`config.mk`:
```
export PLATFORM = sky130hd
export DESIGN_NAME = cpu6_exmem_stage
export DESIGN_NICKNAME = d
export VERILOG_FILES = /design/src/rtl/cpu6_exmem_stage.sv
export SDC_FILE = /design/constraint.sdc
export NUM_CORES = 1
export LEC_CHECK = 0
export BUFFER_PORTS_ARGS = -buffer_cell sky130_fd_sc_hd__buf_2
export CAP_MARGIN = 5
export CORE_MARGIN = 5
export CORE_UTILIZATION = 30
export CTS_BUF_LIST = sky130_fd_sc_hd__clkbuf_8
export DETAILED_ROUTE_END_ITERATION = 8
export PLACE_DENSITY_LB_ADDON = 0.15
export SETUP_SLACK_MARGIN = 0.15
export SYNTH_ARGS = -nofsm -noshare
export SYNTH_HDL_FRONTEND = slang
export SYNTH_SLANG_ARGS = --single-unit
```
`constraint.sdc`:
```
create_clock -name clk -period 2.54 [get_ports clk]
set_input_delay 0 -clock clk [delete_from_list [all_inputs] [get_ports clk]]
set_output_delay 0 -clock clk [all_outputs]
set_load 0.02 [all_outputs]
```
`src/rtl/cpu6_exmem_stage.sv`:
```
// cpu6 EX->MEM->WB back end: operand bypass, EX/MEM and MEM/WB registers,
// load-use / memory-wait stall generation and the regfile write port.
module cpu6_exmem_stage #(
  parameter int XLEN        = 32,
  parameter int RFIDX_WIDTH = 5,
  parameter bit FWD_EN      = 1'b1
) (
  input  logic                   clk,
  input  logic                   reset,
  input  logic                   validE,
  input  logic [RFIDX_WIDTH-1:0] rs1idxE,
  input  logic [RFIDX_WIDTH-1:0] rs2idxE,
  input  logic [XLEN-1:0]        rs1rfE,
  input  logic [XLEN-1:0]        rs2rfE,
  output logic [XLEN-1:0]        rs1E,
  output logic [XLEN-1:0]        rs2E,
  input  logic [XLEN-1:0]        aluoutE,
  input  logic [XLEN-1:0]        pcplus4E,
  input  logic [RFIDX_WIDTH-1:0] writeregE,
  input  logic                   regwriteE,
  input  logic                   memtoregE,
  input  logic                   memwriteE,
  input  logic                   jumpE,
  input  logic                   flushE,
  output logic                   stallE,
  output logic                   memreqM,
  output logic                   memwriteM,
  output logic [XLEN-1:0]        dataaddrM,
  output logic [XLEN-1:0]        writedataM,
  input  logic [XLEN-1:0]        readdataM,
  input  logic                   memackM,
  output logic                   regwriteW,
  output logic [RFIDX_WIDTH-1:0] writeregW,
  output logic [XLEN-1:0]        rdW
);

  // A producing stage matches a source only if it will really write a
  // non-zero register; x0 is never forwarded or stalled on.
  function automatic logic src_match(input logic                   vld,
                                     input logic                   rw,
                                     input logic [RFIDX_WIDTH-1:0] dst,
                                     input logic [RFIDX_WIDTH-1:0] idx);
    return vld & rw & (dst != '0) & (dst == idx);
  endfunction

  // M stage state
  logic                   validM_q,    validM_d;
  logic                   regwriteM_q, regwriteM_d;
  logic                   memtoregM_q, memtoregM_d;
  logic                   memwriteM_q, memwriteM_d;
  logic                   jumpM_q,     jumpM_d;
  logic [XLEN-1:0]        aluoutM_q,   aluoutM_d;
  logic [XLEN-1:0]        wdataM_q,    wdataM_d;
  logic [XLEN-1:0]        pcplus4M_q,  pcplus4M_d;
  logic [RFIDX_WIDTH-1:0] writeregM_q, writeregM_d;

  // W stage state
  logic                   regwriteW_q, regwriteW_d;
  logic [RFIDX_WIDTH-1:0] writeregW_q, writeregW_d;
  logic [XLEN-1:0]        rdW_q,       rdW_d;

  logic            doneM, holdM;
  logic            haz1, haz2;
  logic            m1, m2, w1, w2;
  logic [XLEN-1:0] mvalM;

  assign memreqM    = validM_q & (memtoregM_q | memwriteM_q);
  assign memwriteM  = memreqM & memwriteM_q;
  assign dataaddrM  = aluoutM_q;
  assign writedataM = wdataM_q;
  assign doneM      = validM_q & (~memreqM | memackM);
  assign holdM      = validM_q & ~doneM;

  assign mvalM = jumpM_q ? pcplus4M_q : aluoutM_q;
  assign m1    = src_match(validM_q, regwriteM_q, writeregM_q, rs1idxE);
  assign m2    = src_match(validM_q, regwriteM_q, writeregM_q, rs2idxE);
  assign w1    = src_match(regwriteW_q, 1'b1, writeregW_q, rs1idxE);
  assign w2    = src_match(regwriteW_q, 1'b1, writeregW_q, rs2idxE);

  // Operand resolution: M has priority over W; a load still in M cannot be
  // bypassed and raises a hazard. Without bypass any pending write stalls.
  always_comb begin
    rs1E = rs1rfE;
    rs2E = rs2rfE;
    haz1 = 1'b0;
    haz2 = 1'b0;
    if (FWD_EN) begin
      if (m1) begin
        if (memtoregM_q) haz1 = 1'b1;
        else             rs1E = mvalM;
      end else if (w1) begin
        rs1E = rdW_q;
      end
      if (m2) begin
        if (memtoregM_q) haz2 = 1'b1;
        else             rs2E = mvalM;
      end else if (w2) begin
        rs2E = rdW_q;
      end
    end else begin
      haz1 = m1 | w1;
      haz2 = m2 | w2;
    end
  end

  // A flushed EX instruction never stalls; it simply becomes a bubble.
  assign stallE = validE & ~flushE & (haz1 | haz2 | holdM);

  // M next state: hold while memory is busy, else capture EX or bubble.
  always_comb begin
    validM_d    = validM_q;
    regwriteM_d = regwriteM_q;
    memtoregM_d = memtoregM_q;
    memwriteM_d = memwriteM_q;
    jumpM_d     = jumpM_q;
    aluoutM_d   = aluoutM_q;
    wdataM_d    = wdataM_q;
    pcplus4M_d  = pcplus4M_q;
    writeregM_d = writeregM_q;
    if (!holdM) begin
      if (validE && !flushE && !stallE) begin
        validM_d    = 1'b1;
        regwriteM_d = regwriteE;
        memtoregM_d = memtoregE;
        memwriteM_d = memwriteE;
        jumpM_d     = jumpE;
        aluoutM_d   = aluoutE;
        wdataM_d    = rs2E;
        pcplus4M_d  = pcplus4E;
        writeregM_d = writeregE;
      end else begin
        validM_d = 1'b0;
      end
    end
  end

  // W next state: write-back lasts exactly the cycle after M completes.
  always_comb begin
    regwriteW_d = doneM & regwriteM_q;
    writeregW_d = writeregW_q;
    rdW_d       = rdW_q;
    if (doneM) begin
      writeregW_d = writeregM_q;
      rdW_d       = jumpM_q ? pcplus4M_q : (memtoregM_q ? readdataM : aluoutM_q);
    end
  end

  // Pipeline registers; reset abandons any pending access.
  always_ff @(posedge clk) begin
    if (reset) begin
      validM_q    <= 1'b0;
      regwriteM_q <= 1'b0;
      memtoregM_q <= 1'b0;
      memwriteM_q <= 1'b0;
      jumpM_q     <= 1'b0;
      aluoutM_q   <= '0;
      wdataM_q    <= '0;
      pcplus4M_q  <= '0;
      writeregM_q <= '0;
      regwriteW_q <= 1'b0;
      writeregW_q <= '0;
      rdW_q       <= '0;
    end else begin
      validM_q    <= validM_d;
      regwriteM_q <= regwriteM_d;
      memtoregM_q <= memtoregM_d;
      memwriteM_q <= memwriteM_d;
      jumpM_q     <= jumpM_d;
      aluoutM_q   <= aluoutM_d;
      wdataM_q    <= wdataM_d;
      pcplus4M_q  <= pcplus4M_d;
      writeregM_q <= writeregM_d;
      regwriteW_q <= regwriteW_d;
      writeregW_q <= writeregW_d;
      rdW_q       <= rdW_d;
    end
  end

  assign regwriteW = regwriteW_q;
  assign writeregW = writeregW_q;
  assign rdW       = rdW_q;

endmodule

```
# --- Word level (Yosys, flattened, before mapping) ---
# Cells that the tools add are included.
op_classes:
  reduce_logical: 7
  n_eq_ne: 4
  mux: 13
  bitwise_logic: 22
op_table:
  columns: ["op", "count"]
  rows:
  - ["$mux 32", 9]
  - ["$eq 5x5->1", 4]
  - ["$and 1x1->1", 14]
  - ["$reduce_bool 5->1", 2]
  - ["$mux 1", 4]
  - ["$not 1->1", 4]
  - ["$or 1x1->1", 4]
  - ["$logic_and 1x1->1", 2]
  - ["$logic_not 1->1", 2]
  - ["$reduce_and 2->1", 1]
totals:
  word_cells: 58
  input_bits: 184
  register_bits: 144

# --- Logic depth before layout (Yosys ltp) ---
logic_depth:
  depth_word: 12
  ltp_mapped: 9

# --- Worst setup path after synthesis ---
# No wires, ideal clock.
synth_timing:
  path_type: "register to output"
  from: "reg writeregM_q[0]"
  to: "out rs1E[0]"
  arrival_time_ns: 2.336
  required_time_ns: 2.540
  path_stages_with_launch: 8
  slack_ns: 0.204
  path_cell_list: "dfxtp_1 -> or4_1 -> o21ba_1 -> buf_6 -> and3_4 -> o41a_4 -> buf_6 -> a221o_1"
synth_via:
  elab_chain_cells: 4
  elab_cells_between_ends: 5
synth_lines:
  columns: ["item", "line", "rtl"]
  rows:
  - ["start, declared", "55", "logic [RFIDX_WIDTH-1:0] writeregM_q, writeregM_d;"]
  - ["start signal, assigned", "172", "writeregM_q <= writeregM_d;"]
  - ["$reduce_bool 5->1", "43", "return vld & rw & (dst != '0) & (dst == idx);"]
  - ["$and 1x1->1", "43", null]
  - ["$and 1x1->1 (*)", "43", null]
  - ["$mux 32 (*)", "88", "if (m1) begin"]
  - ["end, declared", "15", "output logic [XLEN-1:0] rs1E,"]
# Mark *: on every way between the ends. The rest lies on a longest branch, timed or not.

# --- Worst setup path in the final report ---
layout_timing:
  from: "reg writeregM_q[0]"
  to: "out rs1E[14]"
# The elaborated chain is that of the path after synthesis.

==> out/results.ini <==
[critical_path]
cp_top_family=compound AO/OA/AOI/OAI gates
cp-start-kind=register
worst_setup_path_end_kind=output pin
delay_contributed_by_the_slowest_stage_of_the_critical_path_ps=540
worst-endpoint-arrival_ps=2730
cp_num_buf_inv=2
worst-endpoint-required_ps=2540
crit_chain=or4_4 > o21ba_4 > and3_4 > o41a_4 > buf_12 > a221o_1 > buf_2
cp_max_fo=15
setup.worst_path.class=reg -> out
slowest_library_cell_on_the_worst_path=or4_4

[yosys]
fraction_of_synthesis_flops_using_an_asynchronous_set_or_reset_pin_pct=0
synth_nets=1180
synth_seq_area_share_pct=36.4
synthesis.area_mm2=0.00793
netlist-cell-type-count=41
syn-instance-count=996
synthesis.yosys.warnings=0
synth_enable_flop_cells=0
ys_ff_latch=144
synth.avg_cell_area_um2=7.96
ys_dominant_reg_cell=dfxtp_1

[final_layout]
nets=1684
stdcell_count=1849
flow.area_growth_from_synthesis_pct=77.0
layout.cells.most_common=buf_2
most_frequent_cells_in_the_layout=buf_2, nand2_1, dfxtp_1
final_core_util_pct=53.9
layout_cell_share_with_drive_strength_beyond_1_pct=39.7

[sta]
finalCritPeriodShare_pct=108
report.final.hold_viol_count=0
final.min_clock_period_ps=2730
rsz0062_at_grt=yes
final.setup_skew_ps=20.9
setup_violations=64
transition_time_of_the_tightest_slew_check_pin_ps=765
timing.final.max_slew_violations=0
max_freq_mhz=366
hold-worst-slack_ps=45.6
worst_setup_slack_final_ps=-192
relSlewSlack_pct=49.0

[power_and_ir_drop]
power-per-cell-area_mw_per_mm2=412
peakVddDrop_mv=0.268
power.total_mw=5.78
net_switching_power_mw=1.98
comb_power_share_pct=26.2
internal_power_consumption_mw=3.80
power.switching_fraction_pct=34.2
leakage_nw=5.76
p_seq_share_pct=43.4
clock_power_share_pct=30.4

[placed_design]
place_congestion=0.869
post-place-cells=1621
place_worst_setup_slack_ps=130
post-dp-hpwl_um=25700
place.port_buffers=352

[floorplanning]
initial_core_util_pct=30.4
area_of_the_placeable_core_mm2=0.0261
placementRows=59
die_width_um=173
die_y_extent_um=173
die_area_mm2=0.0298
total_i_o_pin_count=353

[route]
routedWlPerCell_um=21.7
drcViolationCount=0
final_antenna_net_count=0
dr_total_vias=9866
dr.first_iter.drc_count=785
avgViaCountPerCell=5.34
routed_wl_um=40200
detail_route.first_pass.iterations=5

[job]
max_cap_viol_count=0

[status]
failed_checks=setup timing
status=complete, but fails checks

[global_routing]
grt_pass1_vias=10011
pin_count_of_the_biggest_net_entering_global_routing=95
first_pass_grt_wire_length_um=60600
overflow=0
antenna_found_initial=5
globalRouteTotalUtil_pct=25.3

[clocking]
root_buffer=clkbuf_8
cts_tree=done
cts_inserted_buffers=17
worst_skew_pair.late_latency_ps=450
cts_max_level=4
cts_sinks=144
cts.path.max_buffers=2
path_clk_slew_ps=100

[worst_hold_path]
holdCritPathClass=in -> reg

routing by layer:
metal / routed length [µm] / up-vias / share of wire [%] / track usage, %
li1: - / 4682 / - / -
met1: 17400 / 4701 / 43 / 33.4
met2: 19200 / 417 / 48 / 42.1
met3: 2660 / 60 / 6.6 / 5.57
met4: 923 / 6 / 2.3 / 6.77
met5: 33 / - / 0.082 / 0
area by class of cell:
class                   count  area, µm²
inverters                   3       16.3
clock buffers              17        234
well taps                 335        419
flip-flops and latches    144       2890
diodes                      2       5.00
repair buffers            588       4800
multi-input cells         746       5550
fillers                  2367      12000
clock inverters            14        121
state kept, by name, summed over array words and instances, names as in the netlist:
signal and cells:
jumpM_q 1, dataaddrM 32, pcplus4M_q 32, writeregW 5
validM_q 1, regwriteM_q 1, writedataM 32, writeregM_q 5
memtoregM_q 1, regwriteW 1, rdW 32, memwriteM_q 1
cell families (layout without fill, tap and decap cells):
family,Yosys count,in the layout,share of synthesized area [%]
xor gates and xnor gates,20,20,2.21
DFF,144,144,36.4
buffers and inverters,108,622,5.71
muxes,71,71,8.96
other,0,2,0
and+or+nand+nor,377,378,20.7
AOI/OAI and AO/OA,276,277,26.0
power groups by stage:
stage               Sequential [mW]  Combinational (mW)  Clock (mW)
floorplan                      2.62               0.554           0
global placement               2.54                1.15           0
detailed placement             2.54                1.16           0
CTS                            2.50                1.46        1.80
global route                   2.52                1.62        1.88
finish                         2.51                1.51        1.76
worst paths after layout:
| check | start | to | slack, ps | cells after the start |
|---|---|---|---|---|
| max | writeregM_q[0] | rs1E[14] | -190 | 7 |
| max reg2reg | writeregM_q[3] | writedataM[8] | 190 | 12 |
| min reg2reg | pcplus4M_q[5] | pcplus4M_q[5] | 460 | 2 |
| min | reset | writedataM[9] | 50 | 4 |
per-stage QoR:
step | cell area (µm²) | setup TNS (ps)
after floorplan | 7930 | 0
after global placement | 10200 | 0
after detailed placement | 10200 | 0
after CTS | 13600 | -7960
after global routing | 14000 | -12960
final | 14000 | -7150
synthesized netlist by cell type, types with 2 or more instances:
cell       number  area (µm²)
nand2_1       222         833
dfxtp_1       144        2880
clkbuf_1       83         312
mux2i_1        71         711
nor2_1         71         267
a31oi_1        64         400
o21a_1         35         263
nor3_1         34         170
nand3b_1       33         248
a221o_1        32         320
a311oi_1       32         280
o21ai_0        32         160
o221ai_1       32         280
a22oi_1        31         233
buf_2          14        70.1
xor2_1         11        96.3
xnor2_1         9        78.8
a21oi_1         7        35.0
buf_1           4        15.0
buf_6           4        45.0
o21ai_1         4        20.0
or4_1           3        22.5
and2_1          2        12.5
inv_1           2        7.51
nand3_1         2        10.0
nand4_1         2        12.5
o2111ai_1       2        17.5
worst min-delay path: stages:
cell and delay [ps]:
buf_2 130, inv_6 150, o221ai_1 120, a31oi_1 50
repair_timing:
action	CTS	global route
setup endpoints to repair	66	85
hold buffers	136	0
buffers inserted	37	6
pin swaps	41	25
gates cloned	12	4
endpoints found under the hold margin	136	0
gates resized for setup	239	71
Note: power is estimated with default switching activity, not from simulation.
